<file path="src/rtl/simd_operand_fetch.sv">
// Vector RF + scoreboard issue stage for the 4-lane SIMD ALU: 1-cycle accept to alu_valid, alu_* hold while alu_ready=0.
// Define SIMD_FETCH_BYPASS_EN to let a same-cycle writeback clear the hazard and forward its data into issue.
module simd_operand_fetch #(
  parameter int NUM_REGS = 8,
  parameter int REG_AW   = 3,
  parameter int LANES    = 4,
  parameter int LANE_W   = 8
) (
  input  logic                     clk,
  input  logic                     rst_n,
  input  logic                     in_valid,
  output logic                     in_ready,
  input  logic [1:0]               in_op,
  input  logic [LANES-1:0]         in_mask,
  input  logic [REG_AW-1:0]        in_rd,
  input  logic [REG_AW-1:0]        in_ra,
  input  logic [REG_AW-1:0]        in_rb,
  output logic                     alu_valid,
  input  logic                     alu_ready,
  output logic [LANES*LANE_W-1:0]  alu_vec_a,
  output logic [LANES*LANE_W-1:0]  alu_vec_b,
  output logic [LANES-1:0]         alu_mask,
  output logic [1:0]               alu_op,
  output logic [REG_AW-1:0]        alu_rd,
  input  logic                     wb_valid,
  input  logic [REG_AW-1:0]        wb_rd,
  input  logic [LANES*LANE_W-1:0]  wb_data,
  input  logic [LANES-1:0]         wb_mask,
  output logic [NUM_REGS-1:0]      pending
);
  localparam int VW = LANES * LANE_W;

  logic [VW-1:0]       r_regs [NUM_REGS];
  logic [NUM_REGS-1:0] r_pending;
  logic                r_alu_valid;
  logic [VW-1:0]       r_alu_vec_a;
  logic [VW-1:0]       r_alu_vec_b;
  logic [LANES-1:0]    r_alu_mask;
  logic [1:0]          r_alu_op;
  logic [REG_AW-1:0]   r_alu_rd;

  logic [NUM_REGS-1:0] w_pend_eff;
  logic [NUM_REGS-1:0] w_pending_nxt;
  logic                w_out_free;
  logic                w_hazard;
  logic                w_accept;
  logic [VW-1:0]       w_vec_a;
  logic [VW-1:0]       w_vec_b;

  // Pending view used for the hazard check; with bypass a same-cycle writeback releases its register.
  always_comb begin
    w_pend_eff = r_pending;
`ifdef SIMD_FETCH_BYPASS_EN
    if (wb_valid) w_pend_eff[wb_rd] = 1'b0;
`endif
  end

  assign w_out_free = !r_alu_valid || alu_ready;
  assign w_hazard   = w_pend_eff[in_ra] | w_pend_eff[in_rb] | w_pend_eff[in_rd];
  assign in_ready   = w_out_free && !w_hazard;
  assign w_accept   = in_valid && in_ready;

  always_comb begin
    w_vec_a = r_regs[in_ra];
    w_vec_b = r_regs[in_rb];
`ifdef SIMD_FETCH_BYPASS_EN
    for (int l = 0; l < LANES; l++) begin
      if (wb_valid && wb_mask[l] && (wb_rd == in_ra))
        w_vec_a[l*LANE_W +: LANE_W] = wb_data[l*LANE_W +: LANE_W];
      if (wb_valid && wb_mask[l] && (wb_rd == in_rb))
        w_vec_b[l*LANE_W +: LANE_W] = wb_data[l*LANE_W +: LANE_W];
    end
`endif
  end

  // Clear before set, so a same-edge writeback and issue to one register leaves it pending.
  always_comb begin
    w_pending_nxt = r_pending;
    if (wb_valid) w_pending_nxt[wb_rd] = 1'b0;
    if (w_accept) w_pending_nxt[in_rd] = 1'b1;
  end

  always_ff @(posedge clk or negedge rst_n) begin
    if (!rst_n) begin
      r_pending <= '0;
    end else begin
      r_pending <= w_pending_nxt;
    end
  end

  always_ff @(posedge clk or negedge rst_n) begin
    if (!rst_n) begin
      for (int r = 0; r < NUM_REGS; r++) r_regs[r] <= '0;
    end else if (wb_valid) begin
      for (int l = 0; l < LANES; l++) begin
        if (wb_mask[l]) r_regs[wb_rd][l*LANE_W +: LANE_W] <= wb_data[l*LANE_W +: LANE_W];
      end
    end
  end

  always_ff @(posedge clk or negedge rst_n) begin
    if (!rst_n) begin
      r_alu_valid <= 1'b0;
      r_alu_vec_a <= '0;
      r_alu_vec_b <= '0;
      r_alu_mask  <= '0;
      r_alu_op    <= '0;
      r_alu_rd    <= '0;
    end else if (w_accept) begin
      r_alu_valid <= 1'b1;
      r_alu_vec_a <= w_vec_a;
      r_alu_vec_b <= w_vec_b;
      r_alu_mask  <= in_mask;
      r_alu_op    <= in_op;
      r_alu_rd    <= in_rd;
    end else if (w_out_free) begin
      r_alu_valid <= 1'b0;
    end
  end

  assign alu_valid = r_alu_valid;
  assign alu_vec_a = r_alu_vec_a;
  assign alu_vec_b = r_alu_vec_b;
  assign alu_mask  = r_alu_mask;
  assign alu_op    = r_alu_op;
  assign alu_rd    = r_alu_rd;
  assign pending   = r_pending;

endmodule

</file>
<file path="config.mk">
export PLATFORM = sky130hd
export DESIGN_NAME = simd_operand_fetch
export DESIGN_NICKNAME = d
export VERILOG_FILES = /design/src/rtl/simd_operand_fetch.sv
export SDC_FILE = /design/constraint.sdc
export NUM_CORES = 1
export LEC_CHECK = 0
export ABC_CLOCK_PERIOD_IN_PS = 2700
export CORE_ASPECT_RATIO = 1.4
export CORE_MARGIN = 2
export CORE_UTILIZATION = 59
export DETAILED_ROUTE_END_ITERATION = 10
export PLACE_DENSITY = 0.92
export SLEW_MARGIN = 20
export SYNTH_ARGS = -nofsm -noshare
export SYNTH_HDL_FRONTEND = slang
export SYNTH_SLANG_ARGS = --single-unit
</file>
<file path="constraint.sdc">
create_clock -name clk -period 2.7 [get_ports clk]
set_input_delay 0.54 -clock clk [delete_from_list [all_inputs] [get_ports clk]]
set_output_delay 0.54 -clock clk [all_outputs]
set_load 0.02 [all_outputs]
</file>
# Word level (Yosys, flattened, before mapping)
# Index checks and enable logic that the tools add are counted.
op_classes:
  n_lt_le_gt_ge: 10
  mux: 39
  bitwise: 8
  reduce_logical: 9
op_table:
  columns: ["cell", "count"]
  rows:
  - ["$mux 256", 7]
  - ["$bwmux 256", 4]
  - ["$demux 32 s3", 4]
  - ["$bmux 32 s3", 2]
  - ["$mux 32", 5]
  - ["$mux 24", 1]
  - ["$mux 8", 3]
  - ["$lt 3x4->1 const B", 4]
  - ["$mux 16", 1]
  - ["$ge 4x4->1 const B", 3]
  - ["$not 3->4", 3]
  - ["$bmux 1 s3", 3]
  - ["$and 8x8->8", 1]
  - ["$not 8->8", 1]
  - ["$or 8x8->8", 1]
  - ["$mux 1", 7]
  - ["$demux 1 s3", 2]
  - ["$ge 3x1->1 const B", 2]
  - ["$logic_and 1x1->1", 5]
  - ["$lt 4x1->1 const B", 1]
  - ["$logic_not 1->1", 2]
  - ["$or 1x1->1", 2]
  - ["$reduce_bool 2->1", 1]
  - ["$logic_or 1x1->1", 1]
word_totals:
  ff_bits: 338
  in_bits: 59
  output_inout_bits: 83
  word_cells: 81

# Longest topological paths before layout
depth:
  word_depth: 16
  depth_mapped: 7

# Worst setup path before layout
# Ideal clock, no wire load.
synth_timing:
  path_type: "input to output"
  from: "input port in_ra[1]"
  to: "output port in_ready"
  t_arrival_ps: 1733
  t_required_ps: 2160
  path_slack_ps: 427
  path_stages: 5
  path_buffers: 1
  path_cell_list: "buf_2 -> mux4_2 -> mux2i_1 -> nand2_1 -> nor2_1"
synth_via:
  elab_chain_len: 6
synth_rtl:
  columns: ["element", "line_no", "source"]
  rows:
  - ["start, declared", "16", "input logic [REG_AW-1:0] in_ra,"]
  - ["$bmux 1 s3", "59", "assign w_hazard = w_pend_eff[in_ra] | w_pend_eff[in_rb] | w_pend_eff[in_rd];"]
  - ["$mux 1 (not written as such)", "59", null]
  - ["$or 1x1->1 (2 in a row)", "59", null]
  - ["$logic_not 1->1", "60", "assign in_ready = w_out_free && !w_hazard;"]
  - ["$logic_and 1x1->1", "60", null]
  - ["end, declared", "12", "output logic in_ready,"]
# No other way between the ends. The select of a mux whose other input is x is not followed.

# Final worst setup path
layout_timing:
  from: "register r_pending[7] (netlist: pending[7])"
  to: "output port in_ready"
layout_via:
  elab_chain_len: 6
  word_cells_on_any_way: 10
layout_rtl:
  columns: ["element", "line_no", "source"]
  rows:
  - ["start, declared", "34", "logic [NUM_REGS-1:0] r_pending;"]
  - ["start signal, assigned", "87", "r_pending <= w_pending_nxt;"]
  - ["$bmux 1 s3", "59", null]
  - ["$mux 1 (not written as such)", "59", null]
  - ["$or 1x1->1", "59", null]
  - ["$or 1x1->1 (*)", "59", null]
  - ["$logic_not 1->1 (*)", "60", null]
  - ["$logic_and 1x1->1 (*)", "60", null]
# Every way passes the cells marked *; elsewhere a longest branch is shown, timed or not. The select of a mux whose other input is x is not followed.

==> insert_results.sql <==
INSERT INTO impl_metrics (metric_group, metric, value, unit) VALUES
('place', 'place_congestion', '0.806', ''),
('place', 'dpl.hpwl', '24700', 'µm'),
('timing', 'setup_viol_count_final', '1', ''),
('yosys', 'syn_area_per_cell', '16.8', 'µm²'),
('cts', 'h-tree-depth', '1', ''),
('yosys', 'synth_edf_count', '0', ''),
('cts', 'worst_setup_hold_path_clk_slew', '0.06', 'ns'),
('global_routing', 'first_global_vias', '11000', ''),
('worst_setup_path', 'crit_arrival', '2.21', 'ns'),
('drt', 'detailedRoute.firstPassIterationCount', '6', ''),
('cts', 'cts_num_sinks', '338', ''),
('run_status', 'violated_checks', 'negative setup slack', ''),
('timing', 'grt_setup_unrepaired', 'true', ''),
('worst_setup_path', 'crit_path_max_fanout', '5', ''),
('cts', 'tritoncts_clock_tree', 'yes', ''),
('timing', 'report.final.hold_viol_count', '0', ''),
('cells_and_area', 'register_area', '8460', 'µm²'),
('drt', 'viasPerCell', '6.44', ''),
('yosys', 'yosys-top-cells-count', '338 x dfrtp_1, 260 x mux2_1, 132 x mux4_2', ''),
('cells_and_area', 'fillerInstances', '1665', ''),
('yosys', 'ys_seq_elements', '338', ''),
('yosys', 'syn-instance-count', '1002', ''),
('yosys', 'synth_most_common_cell', 'dfrtp_1', ''),
('cells_and_area', 'layout.nets', '1241', ''),
('floorplan', 'initial_utilization', '59.7', '%'),
('yosys', 'ys_warn_count', '0', ''),
('pwr', 'total_power_divided_by_cell_area', '929', 'nW/µm²'),
('timing', 'setup_slack', '-0.0540', 'ns'),
('timing', 'worstMarginPinSlew', '0.612', 'ns'),
('drt', 'routedWlPerCell', '26.3', 'µm'),
('floorplan', 'io-pin-count', '142', ''),
('yosys', 'yosysSeqAreaShare', '50.2', '%'),
('timing', 'final_max_slew_viol_count', '0', ''),
('global_routing', 'grt_max_degree', '83', ''),
('yosys', 'synth.area.top_cells', 'dfrtp_1 50%, mux4_2 18%, mux2_1 17%', ''),
('pwr', 'power.static_leakage', '0.00876', 'µW'),
('global_routing', 'track_usage', '27.3', '%'),
('worst_setup_path', 'crit_path_end_kind', 'output port', ''),
('worst_setup_path', 'worstReg2RegStart', 'pending[7]', ''),
('worst_setup_path', 'worst_setup_path_startpoint', 'pending[7]', ''),
('worst_setup_path', 'worstSetupStartpointType', 'flip-flop', ''),
('cts', 'clock_tree.root_cell', 'clkbuf_16', ''),
('global_routing', 'wire_length_of_the_first_global_routing_pass', '63000', 'µm'),
('pwr', 'p_total', '18700', 'µW'),
('cells_and_area', 'finish.utilization', '71.3', '%'),
('drt', 'detail_route.wirelength', '41700', 'µm'),
('drt', 'route.detailed.drc', '0', ''),
('cts', 'cts_max_path_buffers', '3', ''),
('cells_and_area', 'layout-drive-gt1-share', '32.3', '%'),
('drt', 'ant_nets', '0', ''),
('timing', 'fin_worst_hold_slack', '0.501', 'ns'),
('yosys', 'netlist-cell-type-count', '28', ''),
('cells_and_area', 'syn_to_final_growth', '19.5', '%'),
('worst_setup_path', 'worstReg2RegEnd', 'alu_vec_b[14]', ''),
('yosys', 'synthArstFlopShare', '100', '%'),
('global_routing', 'grt.overflow.total', '0', ''),
('global_routing', 'antenna_found_initial', '2', ''),
('cts', 'clock_latency_of_the_later_clocked_register_in_the_worst_skew_pair', '0.56', 'ns'),
('yosys', 'synth_area', '16800', 'µm²'),
('floorplan', 'die_x', '147', 'µm'),
('drt', 'route.vias.total', '10200', ''),
('cells_and_area', 'multi_input_area', '8100', 'µm²'),
('run_status', 'result_of_the_run', 'finished with violations', ''),
('yosys', 'synth_nets', '1061', ''),
('worst_hold_path', 'hold_class', 'in2async', ''),
('floorplan', 'die_y', '204', 'µm'),
('floorplan', 'die_area', '29900', 'µm²'),
('drt', 'drt-initial-drc-count', '837', ''),
('yosys', 'ys_dominant_reg_cell', 'dfrtp_1', ''),
('timing', 'fin_crit', '2.75', 'ns'),
('run', 'drv.max_cap_violation_count', '0', '');
-- worst max-delay path, stage by stage (launching register included) --
cell and delay [ns]:
dfrtp_2 0.45, mux2_4 0.27, a222oi_1 0.43, buf_4 0.19, nand3_2 0.08, nor2_2 0.12
buf_6 0.12
-- layout make-up --
cell class                 count  area share (%)
clock buffer                  41            4.24
inverter                       9           0.168
tap                          375            2.33
sequential                   338            42.0
clock inverter                15           0.902
timing repair buffer         197            10.1
multi-input combinational    605            40.2
antenna                        1          0.0124
-- layout by cell type, fill, tap and decap left out, types with 11 or more instances in the layout --
cell type,instances
nand2_1,43
mux2_2,66
clkbuf_16,33
mux2_1,258
clkdlybuf4s50_1,132
mux4_2,132
dfrtp_1,336
mux2_4,73
buf_4,38
buf_12,11
-- worst min path at each step --
stage	from	endpoint	slack (ns)	cells after the start
after floorplan	rst_n	alu_mask[0]	0.24	0
after global placement	alu_rd[0]	alu_rd[0]	0.48	1
after detailed placement	alu_vec_b[6]	alu_vec_b[6]	0.49	1
after CTS	alu_vec_b[6]	alu_vec_b[6]	0.51	1
after global routing	r_regs[100]	r_regs[100]	0.52	1
final	rst_n	alu_vec_a[29]	0.50	2
-- metrics by stage --
| step | instance area [µm²] | worst slack, ns | instances | TNS, ns |
|---|---|---|---|---|
| 6_report | 20100 | -0.0540 | 1581 | -0.0540 |
| 4_1_cts | 20000 | -0.0578 | 1571 | -1.57 |
| 2_1_floorplan | 16800 | 0.427 | 1002 | 0 |
| 3_3_place_gp | 18900 | -0.544 | 1508 | -20.78 |
| 5_1_grt | 20100 | -0.0957 | 1581 | -2.95 |
| 3_5_place_dp | 18900 | -0.546 | 1508 | -22.16 |
-- registers in the layout (all words and copies together) (netlist names) --
name / flops
alu_mask: 4
alu_op: 2
alu_rd: 3
alu_valid: 1
alu_vec_a: 32
alu_vec_b: 32
pending: 8
r_regs: 256
-- power breakdown --
group / switching [µW] / leakage, µW / internal (µW)
combinational: 2600 / 0.00410 / 3890
clock: 1930 / 0.000514 / 2600
sequential: 1110 / 0.00415 / 6570
total: 5640 / 0.00876 / 13100
-- layer usage --
layer | wire [µm] | vias up | global-route usage, %
li1 | - | 4225 | -
met1 | 15500 | 5361 | 34.9
met2 | 21700 | 466 | 47.5
met3 | 2880 | 120 | 4.46
met4 | 1570 | 2 | 10.3
met5 | 11 | - | 0
-- logic make-up after synthesis --
group           after synthesis  share of synthesized area [%]
compound gates               11                          0.520
mux                         531                           45.9
buf+inv                      59                           1.81
flops                       338                           50.2
simple gates                 63                           1.56
-- what timing repair did --
item,CTS,global route
gates resized for setup,6,17
hold endpoints to repair,52,0
hold buffers,1,0
buffers inserted,6,6
gates cloned,0,5
pin swaps,1,2
setup endpoints to repair,1,82
Note: power is estimated with default switching activity, not from simulation.
